===== src/rtl/hazard_control_unit_if.sv =====
// hazard_control_unit_if
//  Bundles the hazard controller's pipeline-facing signals.
//  master : pipeline side (drives register numbers / controls, receives enables, flushes and selects)
//  slave  : hazard controller side
//  Ports carried: id_r1/id_r2/id_uses_r1/id_uses_r2, ex_rd/ex_mem_read/ex_r1/ex_r2,
//  mem_rd/mem_reg_write, wb_rd/wb_reg_write, mem_branch_taken ->
//  pc_enable, if_id_enable, if_id_flush, id_ex_bubble, ex_mem_flush, fwd_a, fwd_b,
//  stall_cycles, flush_count.
interface hazard_control_unit_if;
    logic [4:0]  id_r1;
    logic [4:0]  id_r2;
    logic        id_uses_r1;
    logic        id_uses_r2;
    logic [4:0]  ex_rd;
    logic        ex_mem_read;
    logic [4:0]  ex_r1;
    logic [4:0]  ex_r2;
    logic [4:0]  mem_rd;
    logic        mem_reg_write;
    logic [4:0]  wb_rd;
    logic        wb_reg_write;
    logic        mem_branch_taken;
    logic        pc_enable;
    logic        if_id_enable;
    logic        if_id_flush;
    logic        id_ex_bubble;
    logic        ex_mem_flush;
    logic [1:0]  fwd_a;
    logic [1:0]  fwd_b;
    logic [31:0] stall_cycles;
    logic [31:0] flush_count;

    modport master (
        output id_r1, id_r2, id_uses_r1, id_uses_r2, ex_rd, ex_mem_read, ex_r1, ex_r2,
               mem_rd, mem_reg_write, wb_rd, wb_reg_write, mem_branch_taken,
        input  pc_enable, if_id_enable, if_id_flush, id_ex_bubble, ex_mem_flush,
               fwd_a, fwd_b, stall_cycles, flush_count
    );

    modport slave (
        input  id_r1, id_r2, id_uses_r1, id_uses_r2, ex_rd, ex_mem_read, ex_r1, ex_r2,
               mem_rd, mem_reg_write, wb_rd, wb_reg_write, mem_branch_taken,
        output pc_enable, if_id_enable, if_id_flush, id_ex_bubble, ex_mem_flush,
               fwd_a, fwd_b, stall_cycles, flush_count
    );
endinterface


===== src/rtl/hazard_control_unit.sv =====
// hazard_control_unit
//  Hazard controller for a 5-stage LEGv8 pipeline, next to the ID/EX register.
//  Load-use detection with a configurable stall length, branch-taken flushing from MEM,
//  and EX-stage operand forwarding selects.
//  Ports: clk, reset (synchronous, active-high), hif (hazard_control_unit_if.slave).
//  Parameter LOAD_USE_STALL: stall cycles per load-use hazard, 1..7.
//  Macro HAZARD_PERF_CNT_EN: when defined, stall_cycles / flush_count are saturating
//  perf counters; otherwise both read 0 and no counter flops are built.
//
//  state | meaning
//  RUN   | normal flow; a load-use hazard stalls this cycle
//  STALL | extra load-use stall cycles, cnt_q counts the remaining ones
module hazard_control_unit #(
    parameter int LOAD_USE_STALL = 1
) (
    input  logic                  clk,
    input  logic                  reset,
    hazard_control_unit_if.slave  hif
);

    typedef enum logic {RUN, STALL} state_t;

    localparam logic [2:0] STALL_INIT = 3'(LOAD_USE_STALL - 1);

    state_t     state_q, state_d;
    logic [2:0] cnt_q, cnt_d;
    logic       hz;
    logic       stall_active;

    // X31 is the zero register, so it can never carry a load-use dependency.
    assign hz = hif.ex_mem_read && (hif.ex_rd != 5'd31) &&
                ((hif.id_uses_r1 && (hif.id_r1 == hif.ex_rd)) ||
                 (hif.id_uses_r2 && (hif.id_r2 == hif.ex_rd)));

    always_ff @(posedge clk) begin
        if (reset) begin
            state_q <= RUN;
            cnt_q   <= 3'd0;
        end else begin
            state_q <= state_d;
            cnt_q   <= cnt_d;
        end
    end

    always_comb begin
        state_d          = state_q;
        cnt_d            = cnt_q;
        stall_active     = 1'b0;
        hif.pc_enable    = 1'b1;
        hif.if_id_enable = 1'b1;
        hif.if_id_flush  = 1'b0;
        hif.id_ex_bubble = 1'b0;
        hif.ex_mem_flush = 1'b0;

        if (reset) begin
            state_d = RUN;
            cnt_d   = 3'd0;
        end else if (hif.mem_branch_taken) begin
            // Wrong-path flush overrides and aborts any load-use stall.
            hif.if_id_flush  = 1'b1;
            hif.id_ex_bubble = 1'b1;
            hif.ex_mem_flush = 1'b1;
            state_d          = RUN;
            cnt_d            = 3'd0;
        end else begin
            case (state_q)
                RUN: begin
                    if (hz) begin
                        stall_active = 1'b1;
                        if (LOAD_USE_STALL > 1) begin
                            state_d = STALL;
                            cnt_d   = STALL_INIT;
                        end
                    end
                end
                STALL: begin
                    // Hazard inputs are ignored here; the stall length is fixed.
                    stall_active = 1'b1;
                    if (cnt_q == 3'd1) begin
                        state_d = RUN;
                        cnt_d   = 3'd0;
                    end else begin
                        cnt_d = cnt_q - 3'd1;
                    end
                end
                default: begin
                    state_d = RUN;
                    cnt_d   = 3'd0;
                end
            endcase
        end

        if (stall_active) begin
            hif.pc_enable    = 1'b0;
            hif.if_id_enable = 1'b0;
            hif.id_ex_bubble = 1'b1;
        end
    end

    // EX/MEM result is newer than MEM/WB, so it is checked first.
    always_comb begin
        hif.fwd_a = 2'b00;
        hif.fwd_b = 2'b00;
        if (!reset) begin
            if (hif.mem_reg_write && (hif.mem_rd != 5'd31) && (hif.mem_rd == hif.ex_r1))
                hif.fwd_a = 2'b01;
            else if (hif.wb_reg_write && (hif.wb_rd != 5'd31) && (hif.wb_rd == hif.ex_r1))
                hif.fwd_a = 2'b10;
            if (hif.mem_reg_write && (hif.mem_rd != 5'd31) && (hif.mem_rd == hif.ex_r2))
                hif.fwd_b = 2'b01;
            else if (hif.wb_reg_write && (hif.wb_rd != 5'd31) && (hif.wb_rd == hif.ex_r2))
                hif.fwd_b = 2'b10;
        end
    end

`ifdef HAZARD_PERF_CNT_EN
    logic [31:0] stall_cycles_q, stall_cycles_d;
    logic [31:0] flush_count_q, flush_count_d;

    always_comb begin
        stall_cycles_d = stall_cycles_q;
        flush_count_d  = flush_count_q;
        if (reset) begin
            stall_cycles_d = 32'd0;
            flush_count_d  = 32'd0;
        end else begin
            if (stall_active && (stall_cycles_q != 32'hFFFF_FFFF))
                stall_cycles_d = stall_cycles_q + 32'd1;
            if (hif.mem_branch_taken && (flush_count_q != 32'hFFFF_FFFF))
                flush_count_d = flush_count_q + 32'd1;
        end
    end

    always_ff @(posedge clk) begin
        stall_cycles_q <= stall_cycles_d;
        flush_count_q  <= flush_count_d;
    end

    assign hif.stall_cycles = stall_cycles_q;
    assign hif.flush_count  = flush_count_q;
`else
    assign hif.stall_cycles = 32'd0;
    assign hif.flush_count  = 32'd0;
`endif

endmodule


===== src/flat_wrapper.sv =====
// flat-port wrapper written by rule: the top's interface ports become plain ports
module hazard_control_unit_flat 
#(
    parameter int LOAD_USE_STALL = 1
)
  (clk, reset, hif_id_r1, hif_id_r2, hif_id_uses_r1, hif_id_uses_r2, hif_ex_rd, hif_ex_mem_read, hif_ex_r1, hif_ex_r2, hif_mem_rd, hif_mem_reg_write, hif_wb_rd, hif_wb_reg_write, hif_mem_branch_taken, hif_pc_enable, hif_if_id_enable, hif_if_id_flush, hif_id_ex_bubble, hif_ex_mem_flush, hif_fwd_a, hif_fwd_b, hif_stall_cycles, hif_flush_count);
  hazard_control_unit_if hif_i ();
  input  logic clk;
  input  logic reset;
  input wire logic [$bits(hif_i.id_r1)-1:0] hif_id_r1;
  input wire logic [$bits(hif_i.id_r2)-1:0] hif_id_r2;
  input wire logic [$bits(hif_i.id_uses_r1)-1:0] hif_id_uses_r1;
  input wire logic [$bits(hif_i.id_uses_r2)-1:0] hif_id_uses_r2;
  input wire logic [$bits(hif_i.ex_rd)-1:0] hif_ex_rd;
  input wire logic [$bits(hif_i.ex_mem_read)-1:0] hif_ex_mem_read;
  input wire logic [$bits(hif_i.ex_r1)-1:0] hif_ex_r1;
  input wire logic [$bits(hif_i.ex_r2)-1:0] hif_ex_r2;
  input wire logic [$bits(hif_i.mem_rd)-1:0] hif_mem_rd;
  input wire logic [$bits(hif_i.mem_reg_write)-1:0] hif_mem_reg_write;
  input wire logic [$bits(hif_i.wb_rd)-1:0] hif_wb_rd;
  input wire logic [$bits(hif_i.wb_reg_write)-1:0] hif_wb_reg_write;
  input wire logic [$bits(hif_i.mem_branch_taken)-1:0] hif_mem_branch_taken;
  output wire logic [$bits(hif_i.pc_enable)-1:0] hif_pc_enable;
  output wire logic [$bits(hif_i.if_id_enable)-1:0] hif_if_id_enable;
  output wire logic [$bits(hif_i.if_id_flush)-1:0] hif_if_id_flush;
  output wire logic [$bits(hif_i.id_ex_bubble)-1:0] hif_id_ex_bubble;
  output wire logic [$bits(hif_i.ex_mem_flush)-1:0] hif_ex_mem_flush;
  output wire logic [$bits(hif_i.fwd_a)-1:0] hif_fwd_a;
  output wire logic [$bits(hif_i.fwd_b)-1:0] hif_fwd_b;
  output wire logic [$bits(hif_i.stall_cycles)-1:0] hif_stall_cycles;
  output wire logic [$bits(hif_i.flush_count)-1:0] hif_flush_count;
  assign hif_i.id_r1 = hif_id_r1;
  assign hif_i.id_r2 = hif_id_r2;
  assign hif_i.id_uses_r1 = hif_id_uses_r1;
  assign hif_i.id_uses_r2 = hif_id_uses_r2;
  assign hif_i.ex_rd = hif_ex_rd;
  assign hif_i.ex_mem_read = hif_ex_mem_read;
  assign hif_i.ex_r1 = hif_ex_r1;
  assign hif_i.ex_r2 = hif_ex_r2;
  assign hif_i.mem_rd = hif_mem_rd;
  assign hif_i.mem_reg_write = hif_mem_reg_write;
  assign hif_i.wb_rd = hif_wb_rd;
  assign hif_i.wb_reg_write = hif_wb_reg_write;
  assign hif_i.mem_branch_taken = hif_mem_branch_taken;
  assign hif_pc_enable = hif_i.pc_enable;
  assign hif_if_id_enable = hif_i.if_id_enable;
  assign hif_if_id_flush = hif_i.if_id_flush;
  assign hif_id_ex_bubble = hif_i.id_ex_bubble;
  assign hif_ex_mem_flush = hif_i.ex_mem_flush;
  assign hif_fwd_a = hif_i.fwd_a;
  assign hif_fwd_b = hif_i.fwd_b;
  assign hif_stall_cycles = hif_i.stall_cycles;
  assign hif_flush_count = hif_i.flush_count;
  hazard_control_unit #(.LOAD_USE_STALL(LOAD_USE_STALL)) u_core (.clk(clk), .reset(reset), .hif(hif_i));
endmodule

===== config.mk =====
export PLATFORM = sky130hd
export DESIGN_NAME = hazard_control_unit_flat
export DESIGN_NICKNAME = d
export VERILOG_FILES = /design/src/rtl/hazard_control_unit_if.sv /design/src/rtl/hazard_control_unit.sv /design/src/flat_wrapper.sv
export SDC_FILE = /design/constraint.sdc
export NUM_CORES = 1
export LEC_CHECK = 0
export BUFFER_PORTS_ARGS = -buffer_cell sky130_fd_sc_hd__buf_2
export CAP_MARGIN = 15
export CORE_MARGIN = 3
export CORE_UTILIZATION = 32
export CTS_CLUSTER_DIAMETER = 80
export DETAILED_ROUTE_END_ITERATION = 8
export PLACE_DENSITY = 0.89
export REMOVE_ABC_BUFFERS = 1
export SETUP_SLACK_MARGIN = 0.15
export SLEW_MARGIN = 25
export SYNTH_ARGS = -nofsm -noshare
export SYNTH_HDL_FRONTEND = slang
export SYNTH_SLANG_ARGS = --single-unit

===== constraint.sdc =====
create_clock -name clk -period 0.95 [get_ports clk]
set_input_delay 0.095 -clock clk [delete_from_list [all_inputs] [get_ports clk]]
set_output_delay 0.095 -clock clk [all_outputs]
set_load 0.05 [all_outputs]

==> results of run 1 <==
-- metal layers --
metal / global-route usage / part of all wire / vias up
met1: 0.1156 / 0.28 / 485
met2: 0.2937 / 0.60 / 82
met3: 0.02773 / 0.11 / 4
met5: 0 / 0 / -
li1: - / - / 493
met4: 0.03958 / 0.0095 / 0
-- power groups by stage --
stage / Clock (mW) / Combinational, mW / Sequential (mW)
2_1_floorplan: 0 / 0.717 / 0.171
3_3_place_gp: 0 / 0.903 / 0.171
3_5_place_dp: 0 / 0.913 / 0.171
4_1_cts: 0.217 / 0.974 / 0.166
5_1_grt: 0.235 / 1.10 / 0.166
6_report: 0.212 / 1.06 / 0.166
-- registers in the layout, indices dropped and copies added (netlist names) --
name            flops
u_core.cnt_q        3
u_core.state_q      1
-- Yosys cell counts (2+ instances only) --
cell,instances
nor4_1,2
inv_1,4
and3_1,2
dfxtp_1,4
nand4_1,2
ha_1,2
nand2_1,6
nor3_1,3
nand3_1,5
buf_4,66
nor2_1,9
xor2_1,16
xnor2_1,14
o21ai_1,2
a211oi_1,3
-- repair_timing --
action                     4_1_cts  5_1_grt
pin swaps                       14       21
setup buffers                    3        0
gates resized for setup         54       30
cloned                           0        0
hold buffers                     0        0
setup endpoints to repair       13       13
-- metrics by stage --
| step | hold WS, ns | util | instances |
|---|---|---|---|
| 3_3_place_gp | 0.4682 | 0.4067 | 257 |
| 3_5_place_dp | 0.5018 | 0.4067 | 257 |
| 4_1_cts | 0.2727 | 0.4858 | 263 |
| 5_1_grt | 0.2941 | 0.5319 | 263 |
| 2_1_floorplan | 0.3362 | - | 147 |
| 6_report | 0.2919 | 0.5319 | 263 |
-- final cells by class --
class,instances,area [sq um]
flip-flops and latches,4,86.33
fillers,288,1488
multi-input cells,139,957.2
well taps,44,55.05
clock buffers,3,22.52
repair buffers,69,554.3
inverters,4,15.01
-- how the worst max path moves through the flow --
stage                             start  depth (start not counted)               end
after floorplan                   reset                          2  hif_id_ex_bubble
after global placement    hif_mem_rd[1]                          6      hif_fwd_b[0]
after detailed placement  hif_mem_rd[1]                          6      hif_fwd_b[0]
after CTS                 hif_mem_rd[3]                          5      hif_fwd_b[0]
after global routing      hif_mem_rd[3]                          5      hif_fwd_b[0]
final                     hif_mem_rd[3]                          6      hif_fwd_b[1]
-- cell families after synthesis --
| group | count (synthesis) | synth area share |
|---|---|---|
| buf+inv | 70 | 0.4584 |
| xor+xnor | 30 | 0.2360 |
| fa+ha+maj | 2 | 0.02247 |
| flops | 4 | 0.07191 |
| other cells | 1 | 0.003368 |
| compound gates | 11 | 0.06629 |
| simple gates | 31 | 0.1315 |
| mux | 1 | 0.01011 |
-- critical path, delay by kind of cell --
| kind | cells | cell delay [ns] |
|---|---|---|
| AO/OA/AOI/OAI | 1 | 0.12 |
| XOR/XNOR | 1 | 0.16 |
| buffers and inverters | 3 | 0.39 |
| AND/OR/NAND/NOR | 1 | 0.35 |
==> impl_metrics.json, run 1 <==
{
  "gr-usage-all-layers": 0.1342,
  "synth_top_flop_cell": "dfxtp_1",
  "critical_path_class": "input pin to primary output",
  "syn_inst": 150,
  "place.detailed.hpwl_mm": 2.498,
  "timing.setup.tns_ns": -1.564,
  "final.period_utilization": 1.282,
  "cts_tree": "done",
  "commonest_non_fill_non_tap_cells_in_the_layout": "conb_1 (64), buf_2 (28), buf_4 (19)",
  "fin_crit_ns": 1.218,
  "detail_route.wl_per_cell_um": 12.06,
  "wl_mm": 3.171,
  "postPlaceCellArea_sq_um": 1292,
  "first_pass_iters": 4,
  "grt_overflow": 0,
  "vdd.ir_drop.worst_mv": 0.5473,
  "dr_total_vias": 1064,
  "core_area_sq_um": 3178,
  "worst-endpoint-required_ns": 0.85,
  "ys_seq_area_frac": 0.07191,
  "area_growth_pct": 51.80,
  "timing.rr.start": "u_core.cnt_q[1]$_SDFFE_PP0P_",
  "clock_latency_ns": 0.23,
  "die_h_um": 64.99,
  "worst_hold_path.num_cells": 4,
  "ant_nets": 0,
  "drc": 0,
  "clkSlewWorstSetupHoldPaths_ns": 0.04,
  "pwr-share-clk": 0.148,
  "wire_length_of_the_first_global_routing_pass_mm": 4.367,
  "sw_share": 0.6050,
  "power.switching_uw": 867.1,
  "grt_start_max_net_pins": 6,
  "cts_root_buffer": "clkbuf_4",
  "power.leakage_nw": 0.8241,
  "skew_ns": 0.004242,
  "reg2reg_depth": 6,
  "diodes": 0,
  "total_die_area_sq_um": 4224,
  "post_synth_main_area_contributors": "buf_4 (44%), xor2_1 (13%), xnor2_1 (11%)",
  "rsz_0062_raised_after_global_routing": "true",
  "place_worst_setup_slack_ns": -0.3906,
  "synth_seq_cells": 4,
  "syn_avg_cell_area_sq_um": 7.424,
  "critical_path.max_stage_delay_ns": 0.35,
  "fp.dieW_um": 64.99,
  "initial_utilization": 0.3504,
  "setup_violations": 9,
  "floorplan.rows": 20,
  "clock.fmax_mhz": 821.2,
  "drv_slew": 0,
  "sequentialPowerShare": 0.116,
  "boundaryPins": 116,
  "crit_slowest_cell": "nor4_2",
  "post_synth_instance_area_sq_um": 1114,
  "holdPathEnd": "u_core.state_q$_SDFF_PP0_",
  "layout.cells.most_common": "conb_1",
  "final_layout_size_suffix_gt1_frac": 0.4886,
  "port_buffers": 51,
  "pwr-share-comb": 0.736,
  "synth-async-reset-ratio": 0,
  "finish.net_count": 266,
  "violations": "negative setup slack",
  "synth.lib_cells_used.distinct": 25,
  "yosysWarnings": 0,
  "min-delay-path-class": "input pin to flip-flop",
  "critPathArrivalTime_ns": 1.12,
  "htree_num_levels": 1,
  "gpl.final_weighted_congestion": 0.8402,
  "reg2reg_slack_ns": -0.07,
  "yosysTopAreaCellShare": 0.4449,
  "overall_power_of_the_completed_layout_mw": 1.433,
  "power_density_nw_per_um2": 847.9,
  "hold_viol_final": 0,
  "internal-power_uw": 566.2,
  "grt_pass1_vias": 1005,
  "grt_antenna_before_repair": 0,
  "drt_first_iter_violations": 17,
  "postLayoutSetupSlackWorst_ns": -0.2678,
  "cts.sink_count": 4,
  "cp_max_fo": 3,
  "numCtsBuffers": 3,
  "r2r_end": "u_core.cnt_q[0]$_SDFFE_PP0P_",
  "timing.critical_path.from_type": "input pin",
  "netlist.top_cell.by_area": "buf_4",
  "maxCapViolations": 0,
  "route.detailed.vias_per_inst": 4.046,
  "run_status": "complete, but fails checks",
  "synth_enable_flop_cells": 0,
  "ctsLongestPathBuffers": 2,
  "final_cell_area_sq_um": 1690,
  "end_kind": "primary output",
  "crit_path_cell_trace": "buf_8 -> xor2_2 -> nor4_2 -> a211oi_2 -> buf_4 -> buf_12",
  "hold_path.startpoint": "hif_mem_branch_taken"
}
Power figures use the tool's default switching activity.
==> inputs of run 2 (changes only) <==
- CORE_UTILIZATION: 32 -> 36
- PLACE_DENSITY: 0.89 -> 0.94
- clock period: 0.95 -> 1.25 ns (I/O delays scaled with it)
==> impl_metrics.json, run 2 (synthesis gave the netlist of run 1 again) <==
{
  "critical_path_class": "input pin to primary output",
  "power_density_nw_per_um2": 683.2,
  "final.fill_count": 261,
  "vdd.ir_drop.worst_mv": 0.5888,
  "reg2reg_depth": 6,
  "grt_antenna_before_repair": 0,
  "wire_length_of_the_first_global_routing_pass_mm": 3.760,
  "layout_top_registers": "u_core.cnt_q (3), u_core.state_q (1)",
  "timing.setup.tns_ns": -0.09259,
  "multi_input_area_sq_um": 912.1,
  "grt_overflow": 0,
  "postLayoutSetupSlackWorst_ns": -0.05897,
  "drc": 0,
  "maxCapViolations": 0,
  "drt_first_iter_violations": 29,
  "violations": "negative setup slack",
  "hold_viol_final": 0,
  "dr_total_vias": 1039,
  "htree_num_levels": 1,
  "worst_hold_path.num_cells": 3,
  "timing.rr.start": "u_core.cnt_q[1]$_SDFFE_PP0P_",
  "skew_ns": 0.001794,
  "numCtsBuffers": 3,
  "detail_route.wl_per_cell_um": 13.66,
  "drv_slew": 0,
  "cp_max_fo": 2,
  "pwr-share-comb": 0.741,
  "finalHoldWorstSlack_ns": 0.3165,
  "seqCellArea_sq_um": 85.08,
  "area_growth_pct": 44.49,
  "run_status": "complete, but fails checks",
  "route.detailed.vias_per_inst": 4.258,
  "setup_violations": 3,
  "final_layout_size_suffix_gt1_frac": 0.4413,
  "min-delay-path-class": "input pin to flip-flop",
  "final_standard_cell_count_with_taps_included_and_fillers_excluded": 244,
  "critical_path.max_stage_delay_ns": 0.26,
  "wl_mm": 3.332,
  "power.leakage_nw": 0.8194,
  "place.detailed.hpwl_mm": 2.263,
  "grt_start_max_net_pins": 6,
  "diodes": 0,
  "crit_slowest_cell": "nor4_2",
  "clock.fmax_mhz": 764.0,
  "final.period_utilization": 1.047,
  "register_bank_with_the_most_flops": "u_core.cnt_q",
  "sw_share": 0.5968,
  "cts_root_buffer": "clkbuf_4",
  "clkSlewWorstSetupHoldPaths_ns": 0.04,
  "core_area_sq_um": 2853,
  "pwr-share-clk": 0.144,
  "finish.net_count": 260,
  "power.switching_uw": 656.1,
  "boundaryPins": 116,
  "first_pass_iters": 4,
  "gr-usage-all-layers": 0.1365,
  "holdPathEnd": "u_core.cnt_q[0]$_SDFFE_PP0P_",
  "total_die_area_sq_um": 3796,
  "fin_crit_ns": 1.309,
  "crit_path_cell_trace": "buf_2 -> xor2_1 -> nor4_2 -> buf_4 -> and3_4 -> buf_8",
  "fp.dieW_um": 61.62,
  "largest_register_ffs": 3,
  "port_buffers": 51,
  "worst-endpoint-required_ns": 1.12,
  "cts.sink_count": 4,
  "reg2reg_slack_ns": 0.17,
  "commonest_non_fill_non_tap_cells_in_the_layout": "conb_1 (64), buf_2 (23), buf_6 (22)",
  "place_worst_setup_slack_ns": -0.2180,
  "internal-power_uw": 443.2,
  "clock_latency_ns": 0.23,
  "floorplan.rows": 19,
  "ctsLongestPathBuffers": 2,
  "end_kind": "primary output",
  "timing.critical_path.from_type": "input pin",
  "cts_tree": "done",
  "overall_power_of_the_completed_layout_mw": 1.099,
  "gpl.final_weighted_congestion": 0.7363,
  "grt_pass1_vias": 969,
  "hold_path.startpoint": "hif_mem_branch_taken",
  "layout.cells.most_common": "conb_1",
  "sequentialPowerShare": 0.115,
  "initial_utilization": 0.3904,
  "critPathArrivalTime_ns": 1.18,
  "rsz_0062_raised_after_global_routing": "true",
  "postCtsHoldBufs": 0,
  "ant_nets": 0,
  "post-place-cells": 238,
  "die_h_um": 61.62,
  "r2r_end": "u_core.cnt_q[0]$_SDFFE_PP0P_"
}
[run 2: changes by cell type in the layout (fill, tap and decap cells not counted), sizes merged]
| cell | change |
|---|---|
| buf | -6 |
[run 2: power by group through the flow]
stage / sequential [mW] / clock (mW) / combinational [mW]
2_1_floorplan: 0.130 / 0 / 0.545
3_3_place_gp: 0.130 / 0 / 0.682
3_5_place_dp: 0.130 / 0 / 0.690
4_1_cts: 0.126 / 0.164 / 0.756
5_1_grt: 0.126 / 0.181 / 0.853
6_report: 0.126 / 0.159 / 0.814
[run 2: routing by layer]
| metal | share of wire | routed length [um] | global-route usage |
|---|---|---|---|
| met3 | 0.096 | 320 | 0.02935 |
| met4 | 0.015 | 51 | 0.03636 |
| met1 | 0.28 | 947 | 0.09429 |
| met5 | 0 | 0 | 0 |
| met2 | 0.60 | 2011 | 0.3274 |
[run 2: cell type report]
cell class                      count  share of cell area
Multi-Input combinational cell    139              0.5669
Timing Repair Buffer               63              0.3328
Sequential cell                     4             0.05288
Tap cell                           31             0.02411
Clock buffer                        3             0.01400
Inverter                            4            0.009331
[run 2: worst max path at each step]
| stage | startpoint | to | slack, ns |
|---|---|---|---|
| floorplan | reset | hif_id_ex_bubble | -0.95 |
| global placement | hif_mem_rd[1] | hif_fwd_b[0] | -0.18 |
| detailed placement | hif_mem_rd[1] | hif_fwd_b[0] | -0.22 |
| CTS | hif_mem_rd[3] | hif_fwd_b[0] | -0.06 |
| global route | hif_ex_r2[4] | hif_fwd_b[1] | -0.12 |
| finish | hif_ex_r2[1] | hif_fwd_b[0] | -0.06 |
[run 2: repair_timing]
item                                    in CTS  in global routing
setup buffers                                2                  1
resized for setup                           54                 26
endpoints found under the setup margin       8                  8
pin swaps                                   19                 11
[run 2: stage by stage]
stage	utilization	cell area [sq um]
6_report	0.5640	1609
5_1_grt	0.5640	1609
4_1_cts	0.5202	1484
3_5_place_dp	0.4263	1216
3_3_place_gp	0.4263	1216
2_1_floorplan	-	854.6
[run 2: worst max-delay path: cells and delay by family]
family                    cells  cell delay, ns
xor gates and xnor gates      1            0.17
buffers and inverters         3            0.44
and+or+nand+nor               2            0.44
==> inputs of run 3 (changes only) <==
- CORE_UTILIZATION: 36 -> 30
- PLACE_DENSITY: 0.94 -> 0.82
- RECOVER_POWER: not set -> 50
- clock period: 1.25 -> 1.55 ns (I/O delays scaled with it)
==> impl_metrics.json, run 3 (synthesis gave the netlist of run 1 again) <==
{
  "run_status": "complete, no violations",
  "register_bank_with_the_most_flops": "u_core.cnt_q",
  "power.leakage_nw": 0.6506,
  "multi_input_area_sq_um": 793.3,
  "grt_start_max_net_pins": 8,
  "route.detailed.vias_per_inst": 3.753,
  "wire_length_of_the_first_global_routing_pass_mm": 3.505,
  "pwr-share-clk": 0.245,
  "final.period_utilization": 0.8885,
  "die_h_um": 66.93,
  "hold_viol_final": 0,
  "overall_power_of_the_completed_layout_uw": 878.1,
  "postCtsHoldBufs": 0,
  "vdd.ir_drop.worst_mv": 0.2956,
  "setup_violations": 0,
  "commonest_non_fill_non_tap_cells_in_the_layout": "conb_1 (64), buf_2 (44), xor2_1 (16)",
  "sw_share": 0.5797,
  "pwr-share-comb": 0.637,
  "reg2reg_slack_ns": 0.42,
  "htree_num_levels": 1,
  "finish.net_count": 248,
  "fin_crit_ns": 1.377,
  "cp_max_fo": 3,
  "place.detailed.hpwl_mm": 2.366,
  "critical_path_class": "input pin to primary output",
  "numCtsBuffers": 3,
  "sequentialPowerShare": 0.118,
  "grt_pass1_vias": 846,
  "drc": 0,
  "power.switching_uw": 509.0,
  "fp.dieW_um": 66.93,
  "grt_overflow": 0,
  "drt_first_iter_violations": 20,
  "place_worst_setup_slack_ns": 0.06759,
  "area_growth_pct": 12.81,
  "layout.cells.most_common": "conb_1",
  "largest_register_ffs": 3,
  "core_area_sq_um": 3442,
  "cts.sink_count": 4,
  "cts_root_buffer": "clkbuf_8",
  "clock.fmax_mhz": 726.1,
  "ant_nets": 0,
  "worst-endpoint-required_ns": 1.39,
  "boundaryPins": 116,
  "internal-power_uw": 369.1,
  "critPathArrivalTime_ns": 1.22,
  "skew_ns": 0.001978,
  "ctsLongestPathBuffers": 2,
  "maxCapViolations": 0,
  "worstMarginPinSlew_ns": 0.5903,
  "end_kind": "primary output",
  "final.fill_count": 377,
  "total_die_area_sq_um": 4479,
  "rsz_0062_raised_after_global_routing": "true",
  "diodes": 0,
  "port_buffers": 51,
  "clkSlewWorstSetupHoldPaths_ns": 0.03,
  "initial_utilization": 0.3235,
  "first_pass_iters": 4,
  "detail_route.wl_per_cell_um": 10.53,
  "dr_total_vias": 927,
  "drv_slew": 0,
  "timing.critical_path.from_type": "input pin",
  "grt_antenna_before_repair": 0,
  "floorplan.rows": 21,
  "max-slew-margin-rel": 0.6082,
  "layout_top_registers": "u_core.cnt_q (3), u_core.state_q (1)",
  "gpl.final_weighted_congestion": 0.8483,
  "cts_tree": "done",
  "power_density_nw_per_um2": 699.0,
  "gr-usage-all-layers": 0.1054,
  "final_layout_size_suffix_gt1_frac": 0.2935,
  "min-delay-path-class": "input pin to flip-flop",
  "seqCellArea_sq_um": 80.08,
  "postLayoutSetupSlackWorst_ns": 0.1728,
  "clock_latency_ns": 0.21,
  "wl_mm": 2.601
}
[run 3: final timing paths]
| kind | cells after the start | endpoint | start |
|---|---|---|---|
| max reg2reg | 6 | u_core.cnt_q[0]$_SDFFE_PP0P_ | u_core.cnt_q[1]$_SDFFE_PP0P_ |
| max | 5 | hif_fwd_a[0] | hif_mem_rd[2] |
| min | 3 | u_core.cnt_q[0]$_SDFFE_PP0P_ | hif_mem_branch_taken |
| min reg2reg | 2 | u_core.cnt_q[1]$_SDFFE_PP0P_ | u_core.cnt_q[1]$_SDFFE_PP0P_ |
[run 3: power by group through the flow]
stage                     clock (mW)  sequential, mW  combinational, mW
after floorplan                    0           0.105              0.439
after global placement             0           0.105              0.538
after detailed placement           0           0.105              0.542
after CTS                      0.223           0.104              0.549
after global routing           0.229           0.104              0.591
final                          0.215           0.104              0.559
[run 3: per-stage QoR]
stage	setup TNS (ns)	util	cell area, sq um	instances	hold WS, ns
3_3_place_gp	0	0.3391	1167	244	0.4659
3_5_place_dp	0	0.3391	1167	244	0.4831
5_1_grt	0	0.3650	1256	247	0.3587
2_1_floorplan	-2.678	-	854.6	147	0.3962
4_1_cts	0	0.3570	1229	247	0.3384
6_report	0	0.3650	1256	247	0.3351
[run 3: cell type report]
| class | count | area share |
|---|---|---|
| well taps | 46 | 0.04582 |
| flip-flops and latches | 4 | 0.06375 |
| multi-input cells | 139 | 0.6315 |
| clock buffers | 3 | 0.03287 |
| inverters | 4 | 0.01195 |
| repair buffers | 51 | 0.2141 |
[run 3: worst max-delay path, stage by stage]
cell	delay, ns
buf_2	0.12
xor2_1	0.17
nor4_2	0.37
and3_1	0.21
buf_4	0.20
[run 3: layer usage]
metal	wire length, um	up-vias	GRT usage
met1	806	408	0.09940
met2	1453	63	0.2079
met4	0	0	0.04557
met5	0	-	0
met3	340	0	0.02867
li1	-	456	-
[run 3: timing repair]
item | CTS | global route
endpoints found under the hold margin | 0 | 0
setup buffers | 0 | 0
setup endpoints to repair | 4 | 5
gates resized for setup | 5 | 8
pin swaps | 0 | 2
